--- config.mk ---
export PLATFORM = sky130hd
export DESIGN_NAME = spi_bus_arbiter
export DESIGN_NICKNAME = d
export VERILOG_FILES = /design/src/rtl/spi_bus_arbiter.sv
export SDC_FILE = /design/constraint.sdc
export NUM_CORES = 1
export LEC_CHECK = 0
export CAP_MARGIN = 5
export CORE_MARGIN = 5
export CORE_UTILIZATION = 49
export DETAILED_ROUTE_END_ITERATION = 10
export GPL_ROUTABILITY_DRIVEN = 0
export PLACE_DENSITY = 0.91
export SLEW_MARGIN = 5
export SYNTH_ARGS = -nofsm -noshare
export SYNTH_HDL_FRONTEND = slang
export SYNTH_SLANG_ARGS = --single-unit
--- constraint.sdc ---
create_clock -name clk -period 3.5 [get_ports clk]
set_input_delay 0.525 -clock clk [delete_from_list [all_inputs] [get_ports clk]]
set_output_delay 0.525 -clock clk [all_outputs]
set_load 0.005 [all_outputs]
--- src/rtl/spi_bus_arbiter.sv ---
`default_nettype none
// ============================================================================
// Module      : spi_bus_arbiter
// Description : Round-robin arbiter that hands the single SPI byte engine to
//               one of two byte-stream requesters for a whole burst. It owns
//               chip select and sequences CS setup, byte issue and completion
//               wait. A burst ends on a last-marked byte or an idle timeout.
// Revision    : 1.0 - initial release
// ============================================================================
module spi_bus_arbiter #(
  parameter int CS_SETUP       = 2,    // cycles from cs_n fall to first start, 1..15
  parameter int TIMEOUT_CYCLES = 200   // idle ISSUE cycles before abort, 0 = never
) (
  input  logic        clk,
  input  logic        rst_n,
  input  logic [1:0]  tx_valid_i,
  input  logic [15:0] tx_data_i,
  input  logic [1:0]  tx_last_i,
  output logic [1:0]  tx_ready_o,
  output logic [1:0]  rx_valid_o,
  output logic [7:0]  rx_data_o,
  output logic [1:0]  grant_o,
  output logic        cs_n_o,
  output logic        eng_start_o,
  output logic [7:0]  eng_data_o,
  input  logic        eng_busy_i,
  input  logic        eng_done_i,
  input  logic [7:0]  eng_rx_i,
  output logic        timeout_o
);

  localparam logic [3:0] SETUP_LAST    = 4'(CS_SETUP - 1);
  localparam logic [8:0] TIMEOUT_LIMIT = 9'(TIMEOUT_CYCLES);
  localparam bit         TIMEOUT_EN    = (TIMEOUT_CYCLES != 0);

  typedef enum logic [2:0] {
    IDLE    = 3'd0,
    SETUP   = 3'd1,
    ISSUE   = 3'd2,
    WAIT    = 3'd3,
    RELEASE = 3'd4
  } state_t;

  state_t     state;
  logic [3:0] setup_cnt;
  logic [7:0] timer;
  logic       last_owner;   // index of the requester granted most recently
  logic       last_flag;    // last marker of the byte currently in flight

  logic       owner;        // index of the granted requester
  logic       owner_valid;
  logic       owner_last;
  logic [7:0] owner_data;
  logic       in_issue;
  logic       handshake;
  logic       req_any;
  logic       winner;
  logic [8:0] timer_next;
  logic       timeout_hit;

  // Select the granted requester's byte stream and form the issue handshake
  always_comb begin
    owner       = grant_o[1];
    owner_valid = owner ? tx_valid_i[1] : tx_valid_i[0];
    owner_last  = owner ? tx_last_i[1]  : tx_last_i[0];
    owner_data  = owner ? tx_data_i[15:8] : tx_data_i[7:0];
    in_issue    = (state == ISSUE);
    handshake   = in_issue & owner_valid & ~eng_busy_i;
    eng_start_o = handshake;
    tx_ready_o  = {handshake & owner, handshake & ~owner};
    eng_data_o  = in_issue ? owner_data : 8'h00;
  end

  // Round-robin pick: on contention the requester that did not own last wins
  always_comb begin
    req_any = |tx_valid_i;
    case (tx_valid_i)
      2'b01:   winner = 1'b0;
      2'b10:   winner = 1'b1;
      2'b11:   winner = ~last_owner;
      default: winner = 1'b0;
    endcase
  end

  // Idle timer advance and expiry detect; the timer saturates when disabled
  always_comb begin
    timer_next  = {1'b0, timer} + 9'd1;
    timeout_hit = TIMEOUT_EN && (timer_next == TIMEOUT_LIMIT);
  end

  // Burst sequencer with registered chip select, grant and response outputs
  always_ff @(posedge clk) begin
    if (!rst_n) begin
      state      <= IDLE;
      cs_n_o     <= 1'b1;
      grant_o    <= 2'b00;
      rx_valid_o <= 2'b00;
      rx_data_o  <= 8'h00;
      timeout_o  <= 1'b0;
      last_owner <= 1'b1;
      timer      <= 8'h00;
      setup_cnt  <= 4'h0;
      last_flag  <= 1'b0;
    end else begin
      rx_valid_o <= 2'b00;
      timeout_o  <= 1'b0;
      case (state)
        IDLE: begin
          if (req_any) begin
            grant_o    <= winner ? 2'b10 : 2'b01;
            last_owner <= winner;
            cs_n_o     <= 1'b0;
            setup_cnt  <= 4'h0;
            timer      <= 8'h00;
            state      <= SETUP;
          end
        end
        SETUP: begin
          if (setup_cnt == SETUP_LAST) begin
            state <= ISSUE;
          end else begin
            setup_cnt <= setup_cnt + 4'h1;
          end
        end
        ISSUE: begin
          if (handshake) begin
            last_flag <= owner_last;
            timer     <= 8'h00;
            state     <= WAIT;
          end else if (timeout_hit) begin
            timeout_o <= 1'b1;
            cs_n_o    <= 1'b1;
            grant_o   <= 2'b00;
            timer     <= 8'h00;
            state     <= RELEASE;
          end else if (timer != 8'hFF) begin
            timer <= timer_next[7:0];
          end
        end
        WAIT: begin
          if (eng_done_i) begin
            rx_data_o  <= eng_rx_i;
            rx_valid_o <= owner ? 2'b10 : 2'b01;
            if (last_flag) begin
              cs_n_o  <= 1'b1;
              grant_o <= 2'b00;
              state   <= RELEASE;
            end else begin
              state <= ISSUE;
            end
          end
        end
        RELEASE: begin
          state <= IDLE;
        end
        default: begin
          cs_n_o  <= 1'b1;
          grant_o <= 2'b00;
          state   <= IDLE;
        end
      endcase
    end
  end

endmodule
`default_nettype wire

# [After elaboration in Yosys (flattened, before gate mapping)]
# Index checks and enable logic that the tools add are counted.
[totals] register_bits=31 out_inout_bits=25 word_cells=89
[op_classes] n_addsub=2 eq_ne=18 mux=35 bitwise=10 n_reduce_logical=14
[op_table] operator="two-way mux 8 bit" n=6
[op_table] operator="two-way mux 3 bit" n=6
[op_table] operator="one-hot mux 8 bit (2 select lines)" n=1
[op_table] operator="two-way mux 2 bit" n=7
[op_table] operator="inequality test 2 bit, second input constant" n=6
[op_table] operator="one-hot mux 3 bit (4 select lines)" n=1
[op_table] operator="adder 8 x 1 -> 9 bit, second input constant" n=1
[op_table] operator="equality test 9 x 8 -> 1 bit, second input constant" n=1
[op_table] operator="AND reduction 3 bit" n=3
[op_table] operator="two-way mux 1 bit" n=8
[op_table] operator="two-way mux 4 bit" n=2
[op_table] operator="inequality test 8 bit, second input constant" n=1
[op_table] operator="one-hot mux 2 bit (4 select lines)" n=1
[op_table] operator="one-hot mux 4 bit (2 select lines)" n=1
[op_table] operator="equality test 3 x 2 -> 1 bit, second input constant" n=2
[op_table] operator="NOT 1 bit" n=6
[op_table] operator="AND reduction 2 bit" n=3
[op_table] operator="AND reduction 6 bit" n=1
[op_table] operator="adder 4 x 1 -> 4 bit, second input constant" n=1
[op_table] operator="AND 1 bit" n=4
[op_table] operator="equality test 2 bit, second input constant" n=2
[op_table] operator="equality test 4 x 1 -> 1 bit, second input constant" n=1
[op_table] operator="inequality test 4 x 2 -> 1 bit, second input constant" n=1
[op_table] operator="one-hot mux 1 bit (4 select lines)" n=1
[op_table] operator="10 further kinds" n=12

# [Depth between registers and ports, before layout]
# Gate-level depths: netlist (run 1).
[depth] depth_word=5 mapped_depth=8 mapped_depth_nobuf=8

# [Worst setup path after synthesis (run 1)]
# Ideal clock, no wire load.
[synth_timing] path_type="flip-flop to output port" startpoint="register state[1]" endpoint="output port tx_ready_o[1]" arrival_ns=1.505 required_time_ns=2.975 setup_slack_ns=1.470 stages_incl_launch_ff=6 path_buffers=2 cell_sequence="dfxtp_1 -> buf_4 -> or3b_4 -> buf_2 -> nor3_1 -> and2_1"
[synth_via] elab_chain_cells=4
[synth_rtl] item="start, declared" line="44" rtl="state_t state;"
[synth_rtl] item="start signal, assigned" line="94" rtl="state <= IDLE;"
[synth_rtl] item="start signal, assigned" line="115" rtl="state <= SETUP;"
[synth_rtl] item="start signal, assigned" line="120" rtl="state <= ISSUE;"
[synth_rtl] item="equality test 3 x 2 -> 1 bit" line="67" rtl="in_issue = (state == ISSUE);"
[synth_rtl] item="AND 1 bit (2 in series)" line="68" rtl="handshake = in_issue & owner_valid & ~eng_busy_i;"
[synth_rtl] item="via eng_start_o" line="24" rtl="output logic eng_start_o,"
[synth_rtl] item="AND 1 bit" line="70" rtl="tx_ready_o = {handshake & owner, handshake & ~owner};"
[synth_rtl] item="end, declared" line="19" rtl="output logic [1:0] tx_ready_o,"
# The timed path passes the listed nets, and every way through them passes these cells.

# [Worst setup path after layout (run 1)]
[layout_timing] startpoint="register grant_o[1]" endpoint="output port tx_ready_o[1]"
[layout_via] elab_chain_cells=4
[layout_rtl] item="start, declared" line="22" rtl="output logic [1:0] grant_o,"
[layout_rtl] item="start signal, assigned" line="110" rtl="grant_o <= winner ? 2'b10 : 2'b01;"
[layout_rtl] item="two-way mux 1 bit" line="64" rtl="owner_valid = owner ? tx_valid_i[1] : tx_valid_i[0];"
[layout_rtl] item="AND 1 bit (2 in series)" line="68"
[layout_rtl] item="AND 1 bit *" line="70"
# Mark *: on every way between the ends. The rest lies on a longest branch, timed or not.

==> flow_summary.yaml, run 1 <==
run_status:
  outcome: "finished, final reports clean"
timing:
  slew-limit-headroom_pct: 47.7
  worst_pin_slew_ps: 784
  fin_crit_sh_pct: 82.4
  skew_ps: 9.61
  period_needed_ps: 2880
  setup_viol: 0
  finalHoldViolations: 0
  max_freq_mhz: 347
  slew_viol_final: 0
  rsz0062_at_grt: "false"
  fin_tns_setup_ps: 0
synth:
  synth_area_mm2: 0.00174
  ys_types: 52
  synth-async-reset-ratio_pct: 0
  synthCells: 205
  ys_seq_area_share_pct: 35.6
  avgSynthCellArea_um2: 8.51
  synth_nets: 240
  yosys_most_used_dff: "dfxtp_1"
  yosysWarningCount: 0
  synth_edf_count: 0
  ys_ff_latch: 31
global_routing:
  antenna_found_initial: 0
  gr-usage-met1_pct: 22.6
  grt_util_met2_pct: 27.3
  grt_max_degree: 20
  track_usage_pct: 17.8
  grt_overflow: 0
  top_usage_layer: "met2"
  use_met3_pct: 6.81
  grt_pass1_wl_um: 7160
  grt_pass1_vias: 1517
setup_path:
  worstPathMaxFanout: 16
  path_cells: "mux2i_4 -> nor3_1 -> and2_1 -> clkdlybuf4s50_1"
  startpoint_type: "register"
  required_ps: 2970
  arrival_ps: 2360
  cp_num_buf_inv: 1
  slowest_stage: "dfxtp_1"
  endpoint_kind: "primary output"
  critPathTopFamily: "flip-flops"
  crit_type: "reg2out"
  slowest_delay_ps: 840
placement:
  dp.cells: 299
  hpwl_um: 3250
  dpl_cell_area_mm2: 0.00232
  port_buffers: 56
final_layout:
  final_cell_mix: "clkdlybuf4s50_1 (56), dfxtp_1 (31), nand2_1 (28)"
  fin_nets: 295
  area_growth_pct: 37.4
  final_area_mm2: 0.00240
  final_common_cell: "clkdlybuf4s50_1"
  diodes: 0
  utilization_pct: 70.7
  drive_gt1_share_pct: 7.66
  nFillCells: 258
  final_cells: 307
clock_network:
  cts_setup_buffers: 0
  cts_sinks: 31
  h-tree-depth: 2
  numCtsBuffers: 5
  cts-resized-gates: 0
  clk_path_buf_depth: 2
  tritoncts: "yes"
  worstSkewPairLatency_ps: 330
  cts_hold_buf: 0
  clock-root-buffer: "clkbuf_4"
  clkTransAtPathRegs_ps: 100
worst_hold_path:
  min_path_type: "reg2reg"
floorplanning:
  die_area_mm2: 0.00485
  initial_core_util_pct: 51.5
  ioPinCount: 57
  core_area_mm2: 0.00339
  die_w_um: 69.7
  die_h_um: 69.7
  row_count: 21
drt:
  drc_errors: 0
  vias_per_cell: 5.46
  drt_iter0_drc: 77
  routed-via-count: 1676
  postRouteAntennaNets: 0
  drt-total-wl_um: 4330
  dr.pass1.iters: 4
  post_drt_wl_per_cell_um: 14.1
job:
  maxCapViolCount: 0
pwr:
  worst_ir_drop_vdd_mv: 0.291
  leakagePower_uw: 0.000890
  power.total_uw: 1190
  powerDensity_mw_per_mm2: 496
report_power, final:
part	switching (uW)	internal, uW	total [uW]
logic	236	249	485
registers	68.6	394	462
clock network	124	117	242
total	429	760	1190
worst min-delay path, stage by stage (launching register included):
cell      delay (ps)
dfxtp_1          330
nand2_1           50
a21boi_0          60
per-layer routing:
layer | routed length, um | part of all wire, % | up-vias
met4 | 44 | 1.0 | 0
met3 | 422 | 9.7 | 6
met1 | 1960 | 45 | 755
met2 | 1900 | 44 | 75
li1 | - | - | 840
met5 | 0 | 0 | -
flip-flops by register name (all words and copies together) (netlist names):
signal,count
rx_data_o,8
state,3
last_flag,1
rx_valid_o,2
timeout_o,1
cs_n_o,1
timer,8
last_owner,1
grant_o,2
setup_cnt,4
Yosys cell counts, types with 2 or more instances:
library cell | instances | share of area [%]
nand3_1 | 9 | 2.6
nor2_1 | 19 | 4.1
nor3_1 | 3 | 0.86
nand2_1 | 28 | 6.0
mux2i_1 | 10 | 5.7
xor2_1 | 2 | 1.0
nor4_1 | 2 | 0.72
inv_1 | 8 | 1.7
dfxtp_1 | 31 | 36
and2_1 | 3 | 1.1
nand4_1 | 4 | 1.4
o21ai_1 | 6 | 1.7
a21boi_0 | 13 | 5.6
and3_1 | 7 | 2.5
clkbuf_1 | 6 | 1.3
nor3b_1 | 2 | 0.86
o21ai_0 | 12 | 3.4
a21boi_1 | 2 | 0.86
ha_1 | 3 | 2.2
a21o_1 | 2 | 0.86
nand2b_1 | 2 | 0.72
through the flow:
stage | setup slack, ps | hold slack (ps)
after floorplan | 1470 | 460
after global placement | 732 | 448
after detailed placement | 664 | 461
after CTS | 595 | 476
after global routing | 453 | 497
final | 617 | 472
final cells by class:
type / instances / area (um^2) / area share [%]
flip-flops and latches: 31 / 621 / 25.9
repair buffers: 57 / 568 / 23.7
multi-input cells: 157 / 1050 / 43.7
clock buffers: 7 / 65.1 / 2.72
well taps: 46 / 57.6 / 2.40
inverters: 8 / 30.0 / 1.25
clock inverters: 1 / 7.51 / 0.313
logic make-up (layout without fill, tap and decap cells):
logic type / after synthesis / count (layout) / synth area share (%)
AO/OA/AOI/OAI: 52 / 52 / 23.0
XOR/XNOR: 3 / 3 / 1.51
adder cells (fa/ha/maj): 3 / 3 / 2.15
buffers and inverters: 17 / 73 / 4.38
flip-flops: 31 / 31 / 35.6
multiplexers: 11 / 11 / 7.03
AND/OR/NAND/NOR: 88 / 88 / 26.3
final timing paths:
kind	startpoint	cells after the start	end	slack [ps]
worst max-delay path	grant_o[1]	4	tx_ready_o[1]	620
worst min-delay path	rx_data_o[2]	2	rx_data_o[2]	470
worst max register to register	grant_o[1]	6	grant_o[0]	1130
worst min register to register	rx_data_o[2]	2	rx_data_o[2]	470
Note: power is estimated with default switching activity, not from simulation.
==> inputs of run 2 (changes only) <==
Settings changed: CORE_UTILIZATION 49 to 41, PLACE_DENSITY 0.91 to 0.82.
Clock period 3.5 ns to 2.5 ns, I/O delays scaled along.
==> run 2 against run 1 <==
Via count grew 2.1%. Critical endpoint unchanged. Final cell count grew 3.6%. Count of clock-buffer cells in the layout shrank 2. Non-clock buffer count grew 7. Register-to-register slack lost 590 ps. Cell area grew 3.3%.
==> flow_summary.yaml, run 2 (same netlist as run 1, synthesis figures left out) <==
global_routing:
  grt_overflow: 0
  top_usage_layer: "met2"
  grt_util_met2_pct: 26.4
  track_usage_pct: 15.4
  gr-usage-met1_pct: 17.3
  grt_max_degree: 20
  antenna_found_initial: 0
  grt_pass1_wl_um: 6780
  use_met3_pct: 6.54
  grt_pass1_vias: 1555
timing:
  finalHoldViolations: 0
  slew-limit-headroom_pct: 62.5
  slew_viol_final: 0
  fin_tns_setup_ps: 0
  skew_ps: 5.48
  rsz0062_at_grt: "false"
  worst_pin_slew_ps: 557
  fin_crit_sh_pct: 92.9
  max_freq_mhz: 431
  whs_ps: 462
  setup_viol: 0
  period_needed_ps: 2320
clock_network:
  clock-root-buffer: "clkbuf_8"
  worstSkewPairLatency_ps: 280
  numCtsBuffers: 5
  cts_sinks: 31
  cts_setup_buffers: 0
  cts_hold_buf: 0
  clkTransAtPathRegs_ps: 70
  clk_path_buf_depth: 2
  h-tree-depth: 2
  cts-resized-gates: 0
  tritoncts: "yes"
final_layout:
  reg.largest.list: "rx_data_o: 8 flops, timer: 8 flops, setup_cnt: 4 flops"
  drive_gt1_share_pct: 10.4
  final_common_cell: "clkdlybuf4s50_1"
  fin_nets: 302
  area_growth_pct: 41.9
  nFillCells: 379
  final_cell_mix: "clkdlybuf4s50_1 (56), dfxtp_1 (31), nand2_1 (28)"
  final_cells: 318
  diodes: 0
worst_hold_path:
  min_path_type: "reg2reg"
setup_path:
  endpoint_kind: "primary output"
  critPathTopFamily: "simple AND/OR/NAND/NOR gates"
  arrival_ps: 1950
  crit_type: "reg2out"
  worstPathMaxFanout: 13
  startpoint_type: "register"
  required_ps: 2120
  cp_num_buf_inv: 1
  slowest_delay_ps: 490
  slowest_stage: "clkdlybuf4s50_1"
  path_cells: "or3b_4 -> nor3_2 -> and2_1 -> clkdlybuf4s50_1"
pwr:
  powerDensity_mw_per_mm2: 708
  leakagePower_uw: 0.000930
  worst_ir_drop_vdd_mv: 0.294
drt:
  post_drt_wl_per_cell_um: 13.4
  drt_iter0_drc: 101
  drt-total-wl_um: 4260
  routed-via-count: 1712
  vias_per_cell: 5.38
  dr.pass1.iters: 4
  postRouteAntennaNets: 0
  drc_errors: 0
placement:
  port_buffers: 56
  hpwl_um: 3240
  dp.cells: 310
floorplanning:
  die_w_um: 75.2
  row_count: 23
  ioPinCount: 57
  die_area_mm2: 0.00566
  core_area_mm2: 0.00406
  die_h_um: 75.2
  initial_core_util_pct: 43.0
job:
  maxCapViolCount: 0
run_status:
  outcome: "finished, final reports clean"
## run 2: cell count changes in the layout (fill, tap and decap cells not counted), sizes merged
cell	delta
clkinv	+1
clkbuf	-2
clkinvlp	+1
buf	+7
## run 2: path summary, 6_finish.rpt
check | depth (start not counted) | start | to | slack [ps]
min reg2reg | 2 | rx_data_o[6] | rx_data_o[6] | 460
max reg2reg | 7 | setup_cnt[0] | state[1] | 540
min | 2 | rx_data_o[6] | rx_data_o[6] | 460
max | 4 | state[2] | tx_ready_o[1] | 180
## run 2: power breakdown
group          switching, uW  internal [uW]
Clock                    197            193
Sequential              38.8            552
Combinational            395            376
Total                    631           1120
## run 2: worst reg2reg max path: cells and delay by family (launching register included)
family	cells	cell delay [ps]
AO/OA/AOI/OAI	3	910
adder cells (fa/ha/maj)	1	180
AND/OR/NAND/NOR	2	220
flip-flops	1	400
multiplexers	1	160
## run 2: area by class of cell
class / instances / area (um^2) / share of cell area, %
multi-input combinational: 157 / 1050 / 42.5
sequential: 31 / 621 / 25.1
timing repair buffer: 64 / 621 / 25.1
clock buffer: 5 / 68.8 / 2.78
tap: 50 / 62.6 / 2.53
inverter: 8 / 30.0 / 1.21
clock inverter: 3 / 20.0 / 0.809
## run 2: routing by layer
| metal | share of wire (%) | wire length [um] |
|---|---|---|
| met5 | 0 | 0 |
| met4 | 1.1 | 48 |
| met2 | 45 | 1900 |
| met3 | 12 | 517 |
| met1 | 42 | 1790 |
## run 2: per-stage QoR
step / worst slack, ps / util, % / total power (uW) / instance area [um^2]
2_1_floorplan: 620 / - / 1100 / 1740
3_3_place_gp: 207 / 58.7 / 1350 / 2380
3_5_place_dp: 193 / 58.7 / 1370 / 2380
4_1_cts: 74.8 / 60.9 / 1760 / 2470
5_1_grt: 71.2 / 61.0 / 1870 / 2470
6_report: 178 / 61.0 / 1750 / 2470
